--- config.mk ---
export PLATFORM = sky130hd
export DESIGN_NAME = wb_stage
export DESIGN_NICKNAME = d
export VERILOG_FILES = /design/src/rtl/wb_stage.sv
export SDC_FILE = /design/constraint.sdc
export NUM_CORES = 1
export LEC_CHECK = 0
export ABC_AREA = 1
export BUFFER_PORTS_ARGS = -buffer_cell sky130_fd_sc_hd__buf_2
export CORE_MARGIN = 4
export CORE_UTILIZATION = 47
export CTS_CLUSTER_SIZE = 8
export DETAILED_ROUTE_END_ITERATION = 8
export HOLD_SLACK_MARGIN = 0.1
export PLACE_DENSITY = 0.79
export SLEW_MARGIN = 10
export SYNTH_ARGS = -nofsm -noshare
export SYNTH_HDL_FRONTEND = slang
export SYNTH_SLANG_ARGS = --single-unit
--- constraint.sdc ---
create_clock -name clk -period 1.8 [get_ports clk]
set_input_delay 0.36 -clock clk [delete_from_list [all_inputs] [get_ports clk]]
set_output_delay 0.36 -clock clk [all_outputs]
set_load 0.005 [all_outputs]
--- src/rtl/wb_stage.sv ---
// -----------------------------------------------------------------------------
// wb_stage -- writeback stage of the NPC pipeline
//
// Takes retiring instructions from MEM over a valid/ready handshake and drives
// the single write port of the register file. For a load, the stage waits for
// the data-memory response. It then picks the addressed byte/half/word lane and
// sign- or zero-extends it before committing. The commit cycle also feeds a
// forwarding view and a one-cycle retire pulse for difftest. While a load is
// outstanding, decode sees load_pending/load_rd so it can stall on a hazard.
//
// Ports
//   clk, rst_n                     clock (rising edge), async active-low reset
//   in_valid / in_ready            handshake from MEM
//   in_pc, in_rd, in_rd_wen        PC, destination register, rd write enable
//   in_is_load, in_load_size,
//   in_load_signed, in_addr_lo     load descriptor (size 0=B 1=H 2=W 3=D)
//   in_result                      ALU/CSR result for non-loads
//   mem_rvalid, mem_rdata          load response (single-cycle pulse)
//   rf_wen, rf_waddr, rf_wdata     register file write port
//   fwd_valid, fwd_rd, fwd_data    value being written this cycle
//   load_pending, load_rd          outstanding load and its destination
//   retire_valid, retire_pc        one-cycle pulse per committed instruction
//
// Only DATA_WIDTH = 64 is supported: load extraction works on 8 byte lanes.
// -----------------------------------------------------------------------------
module wb_stage #(
    parameter int ADDR_WIDTH = 5,
    parameter int DATA_WIDTH = 64,
    parameter int PC_WIDTH   = 64
) (
    input  logic                  clk,
    input  logic                  rst_n,

    input  logic                  in_valid,
    output logic                  in_ready,
    input  logic [PC_WIDTH-1:0]   in_pc,
    input  logic [ADDR_WIDTH-1:0] in_rd,
    input  logic                  in_rd_wen,
    input  logic                  in_is_load,
    input  logic [1:0]            in_load_size,
    input  logic                  in_load_signed,
    input  logic [2:0]            in_addr_lo,
    input  logic [DATA_WIDTH-1:0] in_result,

    input  logic                  mem_rvalid,
    input  logic [DATA_WIDTH-1:0] mem_rdata,

    output logic                  rf_wen,
    output logic [ADDR_WIDTH-1:0] rf_waddr,
    output logic [DATA_WIDTH-1:0] rf_wdata,

    output logic                  fwd_valid,
    output logic [ADDR_WIDTH-1:0] fwd_rd,
    output logic [DATA_WIDTH-1:0] fwd_data,

    output logic                  load_pending,
    output logic [ADDR_WIDTH-1:0] load_rd,

    output logic                  retire_valid,
    output logic [PC_WIDTH-1:0]   retire_pc
);

    typedef enum logic [1:0] {
        IDLE      = 2'd0,
        LOAD_WAIT = 2'd1,
        COMMIT    = 2'd2
    } state_t;

    localparam logic [1:0] SZ_BYTE = 2'd0;
    localparam logic [1:0] SZ_HALF = 2'd1;
    localparam logic [1:0] SZ_WORD = 2'd2;

    // Select the addressed lane of the aligned 64-bit memory word and extend it.
    // Low address bits below the access size are simply dropped.
    function automatic logic [DATA_WIDTH-1:0] extract(
        input logic [DATA_WIDTH-1:0] word,
        input logic [1:0]            size,
        input logic                  sgn,
        input logic [2:0]            lo
    );
        logic [5:0]            shamt;
        logic [DATA_WIDTH-1:0] lane;
        logic [DATA_WIDTH-1:0] res;
        case (size)
            SZ_BYTE: shamt = {lo, 3'b000};
            SZ_HALF: shamt = {lo[2:1], 4'b0000};
            SZ_WORD: shamt = {lo[2], 5'b00000};
            default: shamt = 6'd0;
        endcase
        lane = word >> shamt;
        case (size)
            SZ_BYTE: res = {{56{sgn & lane[7]}},  lane[7:0]};
            SZ_HALF: res = {{48{sgn & lane[15]}}, lane[15:0]};
            SZ_WORD: res = {{32{sgn & lane[31]}}, lane[31:0]};
            default: res = lane;
        endcase
        return res;
    endfunction

    // Packet registers
    state_t                state_q,   state_d;
    logic [PC_WIDTH-1:0]   pc_q,      pc_d;
    logic [ADDR_WIDTH-1:0] rd_q,      rd_d;
    logic                  rd_wen_q,  rd_wen_d;
    logic [1:0]            size_q,    size_d;
    logic                  signed_q,  signed_d;
    logic [2:0]            addr_lo_q, addr_lo_d;
    logic [DATA_WIDTH-1:0] data_q,    data_d;

    // Registered outputs
    logic                  wen_q;
    logic [ADDR_WIDTH-1:0] waddr_q;
    logic [DATA_WIDTH-1:0] wdata_q;
    logic                  load_pending_q;
    logic [ADDR_WIDTH-1:0] load_rd_q;
    logic                  retire_valid_q;
    logic [PC_WIDTH-1:0]   retire_pc_q;

    logic commit_d;
    logic wait_d;

    // Acceptance depends on state only; COMMIT accepts so non-loads stream.
    assign in_ready = (state_q != LOAD_WAIT);

    always_comb begin
        state_d   = state_q;
        pc_d      = pc_q;
        rd_d      = rd_q;
        rd_wen_d  = rd_wen_q;
        size_d    = size_q;
        signed_d  = signed_q;
        addr_lo_d = addr_lo_q;
        data_d    = data_q;
        case (state_q)
            IDLE, COMMIT: begin
                if (in_valid) begin
                    pc_d      = in_pc;
                    rd_d      = in_rd;
                    rd_wen_d  = in_rd_wen;
                    size_d    = in_load_size;
                    signed_d  = in_load_signed;
                    addr_lo_d = in_addr_lo;
                    if (in_is_load) begin
                        state_d = LOAD_WAIT;
                    end else begin
                        data_d  = in_result;
                        state_d = COMMIT;
                    end
                end else begin
                    state_d = IDLE;
                end
            end
            LOAD_WAIT: begin
                if (mem_rvalid) begin
                    data_d  = extract(mem_rdata, size_q, signed_q, addr_lo_q);
                    state_d = COMMIT;
                end
            end
            default: state_d = IDLE;
        endcase
    end

    assign commit_d = (state_d == COMMIT);
    assign wait_d   = (state_d == LOAD_WAIT);

    always_ff @(posedge clk or negedge rst_n) begin
        if (!rst_n) begin
            state_q        <= IDLE;
            pc_q           <= '0;
            rd_q           <= '0;
            rd_wen_q       <= 1'b0;
            size_q         <= 2'd0;
            signed_q       <= 1'b0;
            addr_lo_q      <= 3'd0;
            data_q         <= '0;
            wen_q          <= 1'b0;
            waddr_q        <= '0;
            wdata_q        <= '0;
            load_pending_q <= 1'b0;
            load_rd_q      <= '0;
            retire_valid_q <= 1'b0;
            retire_pc_q    <= '0;
        end else begin
            state_q        <= state_d;
            pc_q           <= pc_d;
            rd_q           <= rd_d;
            rd_wen_q       <= rd_wen_d;
            size_q         <= size_d;
            signed_q       <= signed_d;
            addr_lo_q      <= addr_lo_d;
            data_q         <= data_d;
            // Outputs are computed from next state so they line up with the
            // cycle the FSM sits in; they read as zero outside their state.
            wen_q          <= commit_d && rd_wen_d && (rd_d != '0);
            waddr_q        <= commit_d ? rd_d : '0;
            wdata_q        <= commit_d ? data_d : '0;
            load_pending_q <= wait_d;
            load_rd_q      <= wait_d ? rd_d : '0;
            retire_valid_q <= commit_d;
            retire_pc_q    <= commit_d ? pc_d : '0;
        end
    end

    assign rf_wen       = wen_q;
    assign rf_waddr     = waddr_q;
    assign rf_wdata     = wdata_q;
    assign fwd_valid    = wen_q;
    assign fwd_rd       = waddr_q;
    assign fwd_data     = wdata_q;
    assign load_pending = load_pending_q;
    assign load_rd      = load_rd_q;
    assign retire_valid = retire_valid_q;
    assign retire_pc    = retire_pc_q;

endmodule

==> flow_summary_export.csv, run 1 <==
group,metric,value,unit
clock_network,cts-root-buf,"clkbuf_16",
cells_and_area,drive_above_1_share,33.2,%
placed_design,hpwl,32.5,mm
timing,rsz0062_at_grt,"true",
drt,drt_wl_total,48.4,mm
power,p_int,13.8,mW
drt,drc,0,
setup_path,path_max_fanout,9,
yosys,synth_fp_nets,1904,
clock_network,cts_tree,"done",
timing,slew_viol_final,0,
setup_path,end_kind,"register",
grt,antenna_found_initial,8,
placed_design,port_buffers,420,
yosys,yosysWarnings,0,
setup_path,slowest_stage,"dfrtp_2",
timing,fin_skew,15.1,ps
drt,detail_route.wl_per_cell,18.6,µm
timing,fin_crit_sh,112,%
setup_path,critPathRequiredTime,2240,ps
timing,worst_pin_slew,440,ps
grt,grt_pass1_vias,13700,
die,die_y,177,µm
worst_hold_path,worstHoldPathType,"in2reg",
power,p_seq_share,37.7,%
drt,ant_nets,0,
cells_and_area,nNetsFinal,2421,
power,powerDensity,1090,nW/µm²
yosys,synth_area,13500,µm²
die,pin_count,421,
drt,firstDrtPassIters,5,
grt,grt_max_degree,82,
die,start_util,48.0,%
timing,final_hold_viol_count,0,
run_status,violations,"setup timing",
power,p_leak,11.0,nW
setup_path,slowest_delay,420,ps
die,chipWidth,177,µm
power,pwr-share-comb,29.6,%
power,switchingPower,6.78,mW
timing,slew_headroom,70.4,%
cells_and_area,areaGrowthSynthToFinish,40.6,%
cells_and_area,final_area,18900,µm²
drt,vias_per_cell,5.23,
power,p_sw_share,32.9,%
grt,grt_pass1_wl,73.5,mm
yosys,ys_types,36,
yosys,ys_seq_area_share,51.5,%
timing,finalSetupViolCount,114,
power,ir_drop,0.910,mV
clock_network,cts_buffers,40,
setup_path,crit_path_cell_trace,"nor2_4, nand2_4, buf_12, nand2_2, nand3_2, nand3_2, nand3_4, nand4_4, clkbuf_16, nand3_2, a21oi_1",
setup_path,crit_top_cell,"nand3_2",
clock_network,h-tree-depth,2,
grt,grt_overflow,0,
cells_and_area,num-fill-cells,2163,
setup_path,critPathLaunchType,"register",
cells_and_area,utilization,67.5,%
grt,grt_util_all_layers,29.8,%
setup_path,critPathArrivalTime,2450,ps
die,rows,61,
run_status,status,"finished, violations left",
timing,max_freq,497,MHz
die,die-area,31400,µm²
setup_path,crit_type,"reg2reg",
power,pwr-share-clk,32.6,%
yosys,syn-instance-count,1695,
clock_network,path_clk_slew,50,ps
run,cap_violations,0,
placed_design,place_congestion,0.961,
timing,fin_crit,2010,ps
yosys,synth-seq-cells,277,
die,core_area,28000,µm²
clock_network,ctsLongestPathBuffers,3,
placed_design,dp_slack,-284,ps
drt,drt_iter0_markers,1279,
placed_design,placed_area,16100,µm²
yosys,avgSynthCellArea,7.94,µm²
timing,hold_ws,118,ps
clock_network,clk_latency,530,ps
drt,via_count,13600,
power,total_power,20.6,mW
timing,fin_ws,-211,ps
clock_network,cts_sinks,277,
[sequential cells by signal, summed over array words and instances, names as in the netlist]
register and flops:
signed_q 1, fwd_valid 1, retire_valid 1, fwd_data 64, rd_wen_q 1, pc_q 64
retire_pc 64, load_pending 1, rd_q 5, size_q 2, data_q 58, state_q 2
fwd_rd 5, load_rd 5, addr_lo_q 3
[routing by layer]
layer / track usage, % / up-vias / routed length (µm)
met3: 5.00 / 164 / 3600
met1: 38.4 / 6448 / 18700
met2: 49.0 / 736 / 23500
li1: - / 6250 / -
met5: 0 / - / 13
met4: 14.5 / 2 / 2520
[worst max-delay path: cells and delay by family (launching register included)]
kind,cells,cell delay (ps)
simple gates,8,950
compound gates,1,150
flops,1,420
buf+inv,2,380
[metrics by stage]
step           std cells  TNS [ps]
2_1_floorplan       1695     -80.1
3_3_place_gp        2442    -13970
3_5_place_dp        2442    -16210
4_1_cts             2590     -7290
5_1_grt             2601    -25390
6_report            2602    -12230
[layout make-up]
class | instances | area, µm² | area share, %
Multi-Input combinational cell | 1051 | 5240 | 27.7
Clock inverter | 3 | 76.3 | 0.403
Antenna cell | 8 | 20.0 | 0.106
Sequential cell | 277 | 6930 | 36.7
Timing Repair Buffer | 634 | 4360 | 23.0
Tap cell | 378 | 473 | 2.50
Clock buffer | 43 | 1020 | 5.40
Inverter | 208 | 791 | 4.18
[kinds of logic (layout without fill, tap and decap cells)]
| kind of cell | count (synthesis) | after routing | share of synthesized area (%) |
|---|---|---|---|
| flops | 277 | 277 | 51.5 |
| compound gates | 249 | 249 | 11.0 |
| buf+inv | 368 | 888 | 13.2 |
| simple gates | 801 | 802 | 24.2 |
| other cells | 0 | 8 | 0 |
[final timing paths]
| path | start | to | slack, ps | depth (start not counted) |
|---|---|---|---|---|
| setup / recovery | size_q[0] | fwd_data[37] | -210 | 11 |
| hold / removal | in_result[20] | data_q[20] | 120 | 3 |
| setup reg to reg | size_q[0] | fwd_data[37] | -210 | 11 |
| hold reg to reg | pc_q[49] | pc_q[49] | 470 | 2 |
| max in group asynchronous | rst_n | data_q[19] | 810 | 3 |
| min in group asynchronous | rst_n | pc_q[11] | 300 | 2 |
[power groups by stage]
| stage | logic, mW | registers (mW) | clock network [mW] |
|---|---|---|---|
| after floorplan | 3.18 | 7.74 | 0 |
| after global placement | 5.08 | 7.80 | 0 |
| after detailed placement | 5.16 | 7.84 | 0 |
| after CTS | 5.79 | 7.76 | 6.79 |
| after global routing | 6.67 | 7.87 | 7.12 |
| final | 6.11 | 7.78 | 6.73 |
[synth_stat cells, drive strengths merged]
master   count  area share [%]
dfrtp      277              52
nand2      629              18
a31o         1           0.065
or2          9            0.42
a32oi        6            0.39
nand4        2            0.20
a22oi       14            0.78
buf        122             6.4
a211oi       1           0.056
o221ai       4            0.26
a22o        11            0.72
nor3         1           0.037
o211ai      36             2.0
nor2        67             2.1
inv        206             5.7
o21ai       98             3.8
a21oi       77             2.9
clkinv       2           0.056
o2bb2ai      1           0.065
nand3       92             3.7
nor4         1           0.047
clkbuf      38             1.1
[cell usage in the layout, fill, tap and decap left out, types with 8 or more instances in the layout]
cell type and n:
o21ai_0 39, buf_12 21, nand3_2 32, o21ai_2 25, o21ai_1 31, dlygate4sd3_1 84
nor2_1 59, buf_4 94, a21oi_2 15, clkbuf_16 41, diode_2 8, inv_1 195
a22o_1 11, a21oi_1 62, nand2_2 25, nand3_4 8, nand2_1 599, buf_6 8
a22oi_1 14, buf_2 418, nand3_1 52, dfrtp_1 275, o211ai_1 36
[repair_timing]
action	in CTS	in global routing
endpoints found under the setup margin	118	139
endpoints found under the hold margin	303	0
gates cloned	5	1
hold buffers	84	0
gates resized for setup	94	45
buffers inserted	13	4
pin swaps	13	16
No activity file was read; power rests on OpenSTA's default activity.
==> run 2: changes to the inputs <==
- clock period: 1.8 -> 1.6 ns (I/O delays scaled with it)
==> run 2 against run 1 <==
  * The run still ends with setup timing left
  * Clock-buffer cell count up 1
  * Wire length up 39%
  * Sequential cell count stayed put
  * Die area stayed put
  * Clock power rose by 23%
  * Maximum frequency is 9.4% lower
  * Non-clock buffer count rose by 108
  * Combinational power rose by 53%
  * Clock skew rose by 31 ps
  * Final cell count is 4.5% higher
  * Via count grew 14%
  * Critical endpoint is now fwd_data[57]
==> flow_summary_export.csv, run 2 (synthesis results as in run 1) <==
group,metric,value,unit
run,cap_violations,0,
drt,drt_iter0_markers,1450,
drt,drc,0,
cells_and_area,nNetsFinal,2532,
cells_and_area,areaGrowthSynthToFinish,64.3,%
cells_and_area,multi_input_area,6840,µm²
drt,drt_wl_total,67.3,mm
cells_and_area,drive_above_1_share,48.9,%
grt,grt_pass1_wl,77.9,mm
cells_and_area,stdcell_count,2718,
grt,grt_util_all_layers,31.9,%
clock_network,cts-root-buf,"clkbuf_16",
timing,final_hold_viol_count,0,
setup_path,end_kind,"register",
placed_design,dp_slack,-467,ps
die,rows,61,
run_status,status,"finished, violations left",
grt,grt_pass1_vias,14200,
die,pin_count,421,
clock_network,h-tree-depth,2,
grt,antenna_found_initial,9,
power,powerDensity,1200,nW/µm²
clock_network,ctsLongestPathBuffers,3,
timing,finalSetupViolCount,274,
cells_and_area,layout_common_cells,"buf_2 (418), nand2_1 (400), dfrtp_1 (274)",
setup_path,critPathArrivalTime,2610,ps
drt,detail_route.wl_per_cell,24.8,µm
die,chipWidth,177,µm
grt,grt_max_degree,68,
drt,via_count,15500,
die,start_util,48.0,%
placed_design,place_inst,2462,
clock_network,cts_tree,"done",
timing,slew_headroom,68.5,%
drt,firstDrtPassIters,6,
placed_design,port_buffers,420,
setup_path,critPathLaunchType,"register",
timing,rsz0062_at_grt,"true",
clock_network,cts_sinks,277,
grt,use_met1,37.3,%
timing,fin_ws,-619,ps
grt,grt_util_met2,55.5,%
cells_and_area,layout_commonest_cell,"buf_2",
die,die-area,31400,µm²
timing,fin_crit_sh,139,%
grt,top_usage_layer,"met2",
die,core_area,28000,µm²
placed_design,place_congestion,1.01,
placed_design,hpwl,33.9,mm
timing,hold_ws,98.6,ps
setup_path,critPathRequiredTime,1990,ps
cells_and_area,num-fill-cells,1671,
grt,grt_overflow,0,
power,total_power,26.6,mW
setup_path,path_max_fanout,8,
clock_network,clk_latency,560,ps
setup_path,crit_type,"reg2reg",
timing,fin_crit,2220,ps
clock_network,cts_buffers,41,
drt,ant_nets,0,
timing,max_freq,451,MHz
timing,slew_viol_final,0,
power,p_leak,12.3,nW
cells_and_area,seq_area,6940,µm²
worst_hold_path,min_path_cells,3,
clock_network,path_clk_slew,70,ps
power,ir_drop,0.952,mV
worst_hold_path,worstHoldPathType,"in2reg",
setup_path,r2r_cells,11,
grt,use_met3,6.67,%
run_status,violations,"setup timing",
die,die_y,177,µm
timing,worst_pin_slew,472,ps
drt,vias_per_cell,5.70,
timing,fin_skew,46.3,ps
-- run 2: cell types whose count changed in the layout (fill, tap and decap cells not counted), moves of 29 or more --
cell / previous run / this run
buf_4: 94 / 123
inv_1: 195 / 158
nand2_1: 599 / 400
nand2_2: 25 / 123
inv_2: 7 / 40
nand2_4: 6 / 102
-- run 2: stage by stage --
stage          cell area (µm²)  utilization (%)  setup TNS (ps)
2_1_floorplan            13700                -          -16040
5_1_grt                  22100             78.9          -87030
6_report                 22100             78.9          -77920
4_1_cts                  19000             67.8          -35380
3_3_place_gp             16500             58.7          -34810
3_5_place_dp             16500             58.7          -40260
-- run 2: final cells by class --
class | instances | area share (%)
inverter | 208 | 3.69
multi-input combinational | 1052 | 30.9
tap | 378 | 2.14
clock buffer | 44 | 4.78
antenna | 11 | 0.125
timing repair buffer | 742 | 26.5
sequential | 277 | 31.4
clock inverter | 5 | 0.459
timing repair inverter | 1 | 0.0509
-- run 2: metal layers --
metal / routed length [µm] / share of wire, % / up-vias
li1: - / - / 6494
met1: 21800 / 32 / 7350
met2: 31800 / 47 / 1188
met3: 7110 / 11 / 455
met4: 6580 / 9.8 / 6
met5: 40 / 0.059 / -
-- run 2: report_power, final --
part	switching (mW)	leakage, nW	internal [mW]
combinational	5.41	8.15	3.95
sequential	0.741	3.54	8.17
clock	3.45	0.567	4.84
total	9.61	12.3	17.0
-- run 2: worst paths after layout --
check,from,end,slack (ps)
worst max register to register,size_q[0],fwd_data[57],-620
worst max-delay path,size_q[0],fwd_data[57],-620
worst min register to register,pc_q[59],pc_q[59],500
max in group asynchronous,rst_n,data_q[56],640
min in group asynchronous,rst_n,pc_q[25],260
worst min-delay path,in_result[6],fwd_data[6],100
-- run 2: what timing repair did --
| action | 4_1_cts | 5_1_grt |
|---|---|---|
| buffers inserted | 17 | 61 |
| hold endpoints to repair | 381 | 2 |
| gates cloned | 3 | 27 |
| setup endpoints to repair | 164 | 202 |
| hold buffers | 91 | 2 |
| gates resized for setup | 71 | 574 |
| pin swaps | 13 | 161 |
-- run 2: critical path, cell delays in order, from the launching register on --
cell and delay [ps]:
dfrtp_2 430, nor2_4 150, buf_8 160, nand2_8 110, nand2_4 100, nand3_2 90
nand3_2 90, nand4_1 130, nand4_4 150, buf_8 170, nand2_4 70, a21oi_1 380
==> run 3: changes to the inputs <==
- CORE_ASPECT_RATIO: unset -> 0.9
==> run 3 against run 2 <==
  * Combinational power shrank 17%
  * Hold slack gained 15 ps
  * Critical endpoint is now fwd_data[16]
  * Clock power shrank 9.5%
  * Maximum frequency grew 9.1%
  * Sequential share of layout area grew 3.3 points
  * Die area is essentially flat
  * Wire length shrank 24%
  * Critical path depth grew 2
  * The flow still finishes with violations (setup timing)
  * Final cell count shrank 2.7%
==> flow_summary_export.csv, run 3 (synthesis results as in run 1) <==
group,metric,value,unit
drt,drt_wl_total,51.4,mm
setup_path,critPathLaunchType,"register",
setup_path,startpoint,"size_q[0]",
die,start_util,47.9,%
cells_and_area,nNetsFinal,2482,
die,die_y,169,µm
setup_path,critPathRequiredTime,2010,ps
cells_and_area,layout_commonest_cell,"nand2_1",
timing,rsz0062_at_grt,"true",
clock_network,cts_tree,"done",
clock_network,cts_sinks,277,
power,ir_drop,0.870,mV
setup_path,critPathArrivalTime,2440,ps
setup_path,rr_endpoint,"fwd_data[16]",
power,p_leak,11.3,nW
placed_design,place_congestion,0.956,
timing,setup-tns-final,-36810,ps
drt,detail_route.wl_per_cell,19.4,µm
cells_and_area,num-fill-cells,1978,
run_status,status,"finished, violations left",
cells_and_area,layout_common_cells,"nand2_1 (562), buf_2 (418), dfrtp_1 (274)",
drt,vias_per_cell,5.35,
placed_design,hpwl,33.6,mm
grt,grt_overflow,0,
run_status,violations,"setup timing",
timing,fin_ws,-433,ps
drt,drt_iter0_markers,1223,
die,chipWidth,186,µm
drt,drc,0,
timing,fin_skew,34.5,ps
setup_path,crit_type,"reg2reg",
setup_path,end_kind,"register",
drt,via_count,14100,
grt,grt_pass1_vias,14500,
clock_network,clk_latency,540,ps
cells_and_area,utilization,71.2,%
die,core_area,28100,µm²
cells_and_area,areaGrowthSynthToFinish,48.6,%
die,pin_count,421,
drt,firstDrtPassIters,5,
worst_hold_path,worstHoldPathType,"in2reg",
power,powerDensity,1200,nW/µm²
placed_design,port_buffers,420,
setup_path,rrSetupSlack,-430,ps
timing,finalSetupViolCount,124,
timing,max_freq,492,MHz
clock_network,cts-root-buf,"clkbuf_16",
timing,fin_crit,2030,ps
setup_path,path_max_fanout,11,
setup_path,r2r_cells,13,
timing,slew_viol_final,0,
setup_path,setup.worst_path.end,"fwd_data[16]",
timing,worst_pin_slew,474,ps
die,die-area,31400,µm²
cells_and_area,drive_above_1_share,39.1,%
clock_network,h-tree-depth,2,
grt,grt_pass1_wl,78.4,mm
run,cap_violations,0,
setup_path,rr_startpoint,"size_q[0]",
drt,ant_nets,0,
clock_network,path_clk_slew,50,ps
grt,grt_max_degree,59,
grt,antenna_found_initial,10,
timing,final_hold_viol_count,0,
clock_network,cts_buffers,40,
die,rows,58,
timing,fin_crit_sh,127,%
clock_network,ctsLongestPathBuffers,3,
timing,slew_headroom,68.4,%
grt,grt_util_all_layers,31.2,%
-- run 3: per-stage QoR --
| step | instances | hold WS, ps | setup slack, ps | power (mW) | instance area, µm² |
|---|---|---|---|---|---|
| final | 2645 | 114 | -433 | 24.1 | 20000 |
| after global routing | 2644 | 126 | -524 | 25.3 | 20000 |
| after global placement | 2467 | 283 | -432 | 14.8 | 16600 |
| after floorplan | 1695 | 24.4 | -223 | 12.4 | 13700 |
| after CTS | 2624 | 102 | -349 | 23.2 | 19100 |
| after detailed placement | 2467 | 288 | -450 | 15.0 | 16600 |
-- run 3: what timing repair did --
action                     4_1_cts  5_1_grt
hold buffers                    87        1
setup buffers                   21        9
setup endpoints to repair      154      185
hold endpoints to repair       135        1
pin swaps                       29       43
resized for setup               83      167
cloned                           5        3
-- run 3: cell type report --
| class | count | area, µm² | area share [%] |
|---|---|---|---|
| repair buffers | 694 | 4900 | 24.5 |
| flip-flops and latches | 277 | 6940 | 34.7 |
| multi-input cells | 1052 | 5810 | 29.1 |
| clock inverters | 3 | 45.0 | 0.225 |
| clock buffers | 42 | 1020 | 5.10 |
| well taps | 360 | 450 | 2.25 |
| diodes | 9 | 22.5 | 0.113 |
| inverters | 208 | 803 | 4.02 |
-- run 3: worst min-delay path by stage --
stage          slack (ps)  depth (start not counted)             to      start
6_report              110                          5  retire_pc[42]  in_pc[42]
5_1_grt               130                          4       pc_q[42]  in_pc[42]
4_1_cts               100                          4       pc_q[33]  in_pc[33]
3_5_place_dp          290                          1   fwd_data[44]      rst_n
3_3_place_gp          280                          1   fwd_data[44]      rst_n
2_1_floorplan          20                          0   addr_lo_q[0]      rst_n
-- run 3: metal layers --
layer,wire (µm),vias up,part of all wire [%],track usage (%)
li1,-,6397,-,-
met4,2980,4,5.8,16.1
met3,4710,200,9.1,6.66
met2,24900,845,49,51.9
met1,18800,6693,36,38.8
met5,27,-,0.053,0
-- run 3: power breakdown --
group          internal, mW  leakage, nW  total (mW)  switching [mW]
combinational          3.32         7.27        7.77            4.45
clock                  4.48        0.523        7.51            3.03
sequential             8.17         3.54        8.78           0.610
total                  16.0         11.3        24.1            8.09
-- run 3: critical path, cell delays in order, from the launching register on --
cell       delay [ps]
dfrtp_2           420
nor2_4            190
nand2_4           130
buf_4             170
clkbuf_16         170
buf_4             170
nand2_2            80
o21ai_4            70
o21ai_1           150
inv_1              60
nand2_1            60
nand3_1            90
nand2_1           110
a21oi_2            60
